File: src/rtl/shift_pkg.sv
// Shared types and helpers for the shift sequencer.
//   shift_state_t : sequencer FSM encoding
//   sat_amount()  : clamps a requested step count to the data width
package shift_pkg;

    typedef enum logic [1:0] {
        IDLE  = 2'd0,
        SHIFT = 2'd1,
        DONE  = 2'd2
    } shift_state_t;

    // Shifting an (n+1)-bit word by more than n+1 steps gives the same
    // result as shifting by exactly n+1, so the count is clamped there.
    function automatic int unsigned sat_amount(input int unsigned amount,
                                               input int unsigned n);
        return (amount > n + 1) ? n + 1 : amount;
    endfunction

endpackage

File: src/rtl/shift_step.sv
// One-bit logical right shift with an explicit fill bit. Purely combinational.
// Ports:
//   din  [N:0]  word to shift
//   fill        bit placed into the MSB
//   dout [N:0]  {fill, din[N:1]}
module shift_step #(
    parameter int N = 7
) (
    input  logic [N:0] din,
    input  logic       fill,
    output logic [N:0] dout
);

    assign dout = {fill, din[N:1]};

endmodule

File: src/rtl/shift_sequencer.sv
// Multi-step logical/arithmetic right shifter built from a single one-bit
// shift stage, applied once per clock. Start/done handshake.
// Ports:
//   clk, reset        rising-edge clock, async active-high reset
//   start             request, only sampled in IDLE
//   din, amount,arith operands, captured with start
//   busy              high while SHIFT or DONE
//   done              one-cycle pulse when dout is valid
//   dout              result, held until the next completion
//   sout              bit shifted out by the most recent step
//
// state | meaning
// ------+---------------------------------------------
// IDLE  | waiting for start
// SHIFT | one shift step per cycle, counter decrements
// DONE  | done pulse, dout valid, back to IDLE next
module shift_sequencer
    import shift_pkg::*;
#(
    parameter int N  = 7,
    parameter int AW = $clog2(N + 2)
) (
    input  logic          clk,
    input  logic          reset,
    input  logic          start,
    input  logic [N:0]    din,
    input  logic [AW-1:0] amount,
    input  logic          arith,
    output logic          busy,
    output logic          done,
    output logic [N:0]    dout,
    output logic          sout
);

    shift_state_t  state, state_next;
    logic [N:0]    work, work_next;
    logic [AW-1:0] cnt, cnt_next;
    logic          fill, fill_next;
    logic          sout_next;
    logic [N:0]    dout_next;
    logic [N:0]    step_out;
    logic [AW-1:0] amt_sat;

    assign amt_sat = AW'(sat_amount(32'(amount), N));

    shift_step #(.N(N)) u_step (
        .din  (work),
        .fill (fill),
        .dout (step_out)
    );

    always_ff @(posedge clk or posedge reset) begin
        if (reset) begin
            state <= IDLE;
            work  <= '0;
            cnt   <= '0;
            fill  <= 1'b0;
            sout  <= 1'b0;
            dout  <= '0;
        end else begin
            state <= state_next;
            work  <= work_next;
            cnt   <= cnt_next;
            fill  <= fill_next;
            sout  <= sout_next;
            dout  <= dout_next;
        end
    end

    always_comb begin
        state_next = state;
        work_next  = work;
        cnt_next   = cnt;
        fill_next  = fill;
        sout_next  = sout;
        dout_next  = dout;

        case (state)
            IDLE: begin
                if (start) begin
                    work_next = din;
                    cnt_next  = amt_sat;
                    // Only the fill value matters later, so arith and the
                    // sign bit are folded together at capture time.
                    fill_next = arith & din[N];
                    state_next = (amt_sat == '0) ? DONE : SHIFT;
                end
            end
            SHIFT: begin
                work_next = step_out;
                sout_next = work[0];
                cnt_next  = cnt - AW'(1);
                if (cnt == AW'(1)) begin
                    state_next = DONE;
                end
            end
            DONE: begin
                state_next = IDLE;
            end
            default: begin
                state_next = IDLE;
            end
        endcase

        // dout loads on the edge that enters DONE so it is valid together
        // with the done pulse, including the zero-step path from IDLE.
        if (state_next == DONE && state != DONE) begin
            dout_next = work_next;
        end
    end

    assign busy = (state == SHIFT) || (state == DONE);
    assign done = (state == DONE);

endmodule

File: config.mk
export PLATFORM = sky130hd
export DESIGN_NAME = shift_sequencer
export DESIGN_NICKNAME = d
export VERILOG_FILES = /design/src/rtl/shift_pkg.sv /design/src/rtl/shift_step.sv /design/src/rtl/shift_sequencer.sv
export SDC_FILE = /design/constraint.sdc
export NUM_CORES = 1
export LEC_CHECK = 0
export CAP_MARGIN = 20
export CORE_ASPECT_RATIO = 0.75
export CORE_UTILIZATION = 47
export DETAILED_ROUTE_END_ITERATION = 7
export PLACE_DENSITY = 0.83
export SYNTH_ARGS = -nofsm -noshare
export SYNTH_HDL_FRONTEND = slang
export SYNTH_SLANG_ARGS = --single-unit
File: constraint.sdc
create_clock -name clk -period 2.4 [get_ports clk]
set_clock_uncertainty 0.2 [all_clocks]
set_input_delay 0.48 -clock clk [delete_from_list [all_inputs] [get_ports clk]]
set_output_delay 0.48 -clock clk [all_outputs]
set_load 0.01 [all_outputs]
==> results by group <==
Layout
  – Area growth, synth to finish: 31.3%
  – Antenna Diode Count: 0
  – Final layout net count: roughly 160
  – Layout cells sized above 1: between 10% and 20%
  – Final instance area: between 0.0015 and 0.002 mm^2

Floorplan
  – Horizontal die dimension: between 60 and 70 um
  – Core outline area: approximately 0.0024 mm^2
  – I/O pin cnt: 27
  – Initial Utilization: about half
  – Count of standard-cell rows: 15
  – Die footprint: about 0.0028 mm^2
  – Vertical die dimension: ~46 um

STA
  – Number of max-slew violations in the final report: 0
  – Highest achievable clock rate: around 430 MHz
  – Setup TNS after final layout: 0 ns
  – Setup Viol. Count Final: 0
  – Slew @ Worst Pin: slightly above 0.5 ns
  – Number of failing hold endpoints at the final stage: 0
  – Fin crit share: between 90 and 100%
  – Setup repair after global routing missed its margin: false
  – Slew HR: about 66%
  – Post-route minimum period: 2.30 ns

Setup path
  – Number of cells traversed by the worst register-to-register path: 7
  – Destination of the critical timing path: busy
  – Endpoint required time on the critical path: between 1.5 and 2 ns
  – Setup crit start: state[1]
  – Startpoint of the worst register-to-register path: state[1]
  – Worst Path Class, Setup: flip-flop to primary output
  – Largest fanout on the critical path: 4
  – Arrival time at the worst endpoint: between 1.5 and 2 ns
  – Critical register-to-register path endpoint: dout[2]
  – R2r setup slk: roughly 0.34 ns
  – Startpoint types: flip-flop
  – Endpoint type of the worst setup path: primary output

Logic synthesis
  – Cell variety after synth: 30
  – Primary flip-flop cell chosen by synthesis mapping: sky130_fd_sc_hd__dfrtp_1
  – Complex-gate fraction of the synthesized area: 15.5%
  – Post-synth EDFFs: 0
  – Synth async-reset ratio: 100%
  – Post-synthesis share of cell area spent on xor and xnor gates: 0%
  – Area share of fa/ha/maj cells after synthesis: 5.19%
  – Post-synthesis instance area: 0.00120 mm^2
  – Synthesis-stage register bit count: 24
  – Area fraction in and, or, nand and nor cells after synthesis: around 11%
  – Part of the Yosys area used for sequential elements: roughly half
  – Combinational family with the most area after synthesis: compound AO/OA/AOI/OAI gates
  – Number of instances in the synthesized netlist: around 110
  – Synth warn: 0
  – Synthesized netlist net count: approximately 130
  – Mean area per synthesized cell: approximately 11 um^2
  – Multiplexer share of the synthesized area: between 15 and 20%

Clock tree
  – # hold bufs at CTS: 0
  – Clock-pin slew reported for the worst setup and hold paths after clock tree synthesis: roughly 0.13 ns
  – Clock root cell: sky130_fd_sc_hd__clkbuf_4
  – Post-CTS Setup Repair Bufs: 0
  – Post-CTS sizing: 0
  – Skew-Pair Late Insertion Delay: approximately 0.32 ns
  – CTS HTree Levels: 1
  – Count of clock tree sinks: 24
  – Total clock buffers created by CTS: 3
  – Max Root-Sink Buffers: 2
  – CTS tree: built

Placement
  – RD Place Congestion: approximately 0.8
  – Number of port buffers: 26
  – Post-placement cell area: between 0.0015 and 0.002 mm^2
  – Post-DP HPWL: around 1.9 mm

Drt
  – Iter 0 DRT Violations: 20
  – Routed length per placed instance: about 15 um
  – DR vias: 960
  – 1st-pass router iterations: 4
  – Drc violations: 0
  – Sum of routed wire length over all layers: 2.57 mm
  – Antenna viol nets, final: 0
  – Vias per inst: 5.55

Global route
  – Global-route wire length before repair: ~4.1 mm
  – Congestion Overflow GR: 0
  – Pin count of the biggest net entering global routing: 25
  – Aggregate global-route resource usage: between 20% and 30%
  – Antenna violations before repair: 0
  – Vias in the first global route: about 860

Run status
  – Result of the run: completed

Power and ir drop
  – Leakage dissipation: ~0.68 nW
  – Worst ir drop on vdd: about 0.00064 V
  – Power per Cell Area: roughly 1300 mW/mm^2

Worst hold path
  – Worst hold path type: input port to async pin

Flow run
  – Max-cap violations: 0
==> cell usage in the layout, fill, tap and decap left out, drive strengths merged <==
| cell | n |
|---|---|
| a211oi | 1 |
| a21boi | 1 |
| a21oi | 5 |
| a22oi | 7 |
| a32oi | 1 |
| buf | 5 |
| bufinv | 1 |
| clkbuf | 3 |
| clkdlybuf4s50 | 26 |
| dfrtp | 24 |
| ha | 5 |
| inv | 6 |
| mux2 | 9 |
| mux2i | 8 |
| nand2 | 9 |
| nor2 | 2 |
| nor2b | 2 |
| nor3 | 2 |
| nor3b | 4 |
| nor4 | 1 |
| nor4b | 1 |
| o21ai | 12 |
| o22a | 2 |
| or2 | 1 |
| or3 | 1 |
==> logic make-up (layout without fill, tap and decap cells) <==
| family | count (synthesis) | after routing |
|---|---|---|
| adders and majority gates | 5 | 5 |
| AOI/OAI and AO/OA | 29 | 29 |
| muxes | 17 | 17 |
| buffers and inverters | 9 | 41 |
| DFF | 24 | 24 |
| and+or+nand+nor | 23 | 23 |
==> registers in the layout, indices dropped and copies added, names as in the netlist <==
signal	count
dout	8
work	8
cnt	4
state	2
fill	1
sout	1
==> report_power, final <==
part           internal [mW]  total, mW  switching [mW]
Combinational          0.512       1.06           0.551
Sequential             0.616      0.762           0.146
Clock                  0.169      0.295           0.126
Total                   1.30       2.12           0.824
==> final cells by class <==
cell class / count / area (um^2)
Clock inverter: 1 / 30.0
Clock buffer: 3 / 22.5
Sequential cell: 24 / 601
Timing Repair Buffer: 31 / 298
Tap cell: 34 / 42.5
Inverter: 6 / 22.5
Multi-Input combinational cell: 74 / 566
Fill cell: 205 / 783
==> cell usage after synthesis (2+ instances only) <==
cell type	instances	area [um^2]
sky130_fd_sc_hd__dfrtp_1	24	601
sky130_fd_sc_hd__o21ai_1	3	15.0
sky130_fd_sc_hd__nor2b_1	2	12.5
sky130_fd_sc_hd__ha_1	5	62.6
sky130_fd_sc_hd__nor3b_1	4	30.0
sky130_fd_sc_hd__o21ai_0	8	40.0
sky130_fd_sc_hd__mux2i_1	8	80.1
sky130_fd_sc_hd__nand2_1	8	30.0
sky130_fd_sc_hd__nor2_1	2	7.51
sky130_fd_sc_hd__inv_1	5	18.8
sky130_fd_sc_hd__a22oi_1	7	52.6
sky130_fd_sc_hd__a21oi_1	5	25.0
sky130_fd_sc_hd__o22a_1	2	17.5
sky130_fd_sc_hd__mux2_1	8	90.1
==> critical path: stages, from the launching register on <==
cell and delay, ns:
sky130_fd_sc_hd__dfrtp_1 0.42, sky130_fd_sc_hd__inv_1 0.08, sky130_fd_sc_hd__ha_1 0.27, sky130_fd_sc_hd__clkdlybuf4s50_1 0.52
==> routing by layer <==
metal	up-vias	global-route usage, %	part of all wire [%]
met5	-	0	0
met3	4	6.25	5.1
met2	32	32.5	48
met1	466	28.9	45
li1	458	-	-
met4	0	5.45	1.1
==> how the worst min path moves through the flow <==
stage / end / slack [ns] / cells past startpoint
3_3_place_gp: fill / 0.27 / 2
6_report: work[0] / 0.28 / 3
3_5_place_dp: dout[0] / 0.28 / 1
5_1_grt: work[0] / 0.28 / 3
2_1_floorplan: work[0] / 0.25 / 2
4_1_cts: work[0] / 0.28 / 3
==> metrics by stage <==
| step | worst slack (ns) | std cells | total power [mW] | util [%] | hold slack, ns |
|---|---|---|---|---|---|
| after floorplan | 0.573 | 107 | 1.41 | - | 0.246 |
| after global placement | 0.0152 | 169 | 1.76 | 64.7 | 0.266 |
| after detailed placement | -0.0436 | 169 | 1.82 | 64.7 | 0.280 |
| final | 0.0966 | 173 | 2.12 | 66.9 | 0.277 |
| after CTS | 0.0909 | 173 | 2.12 | 66.9 | 0.284 |
| after global routing | 0.0352 | 173 | 2.28 | 66.9 | 0.284 |
Note: power is estimated with default switching activity, not from simulation.
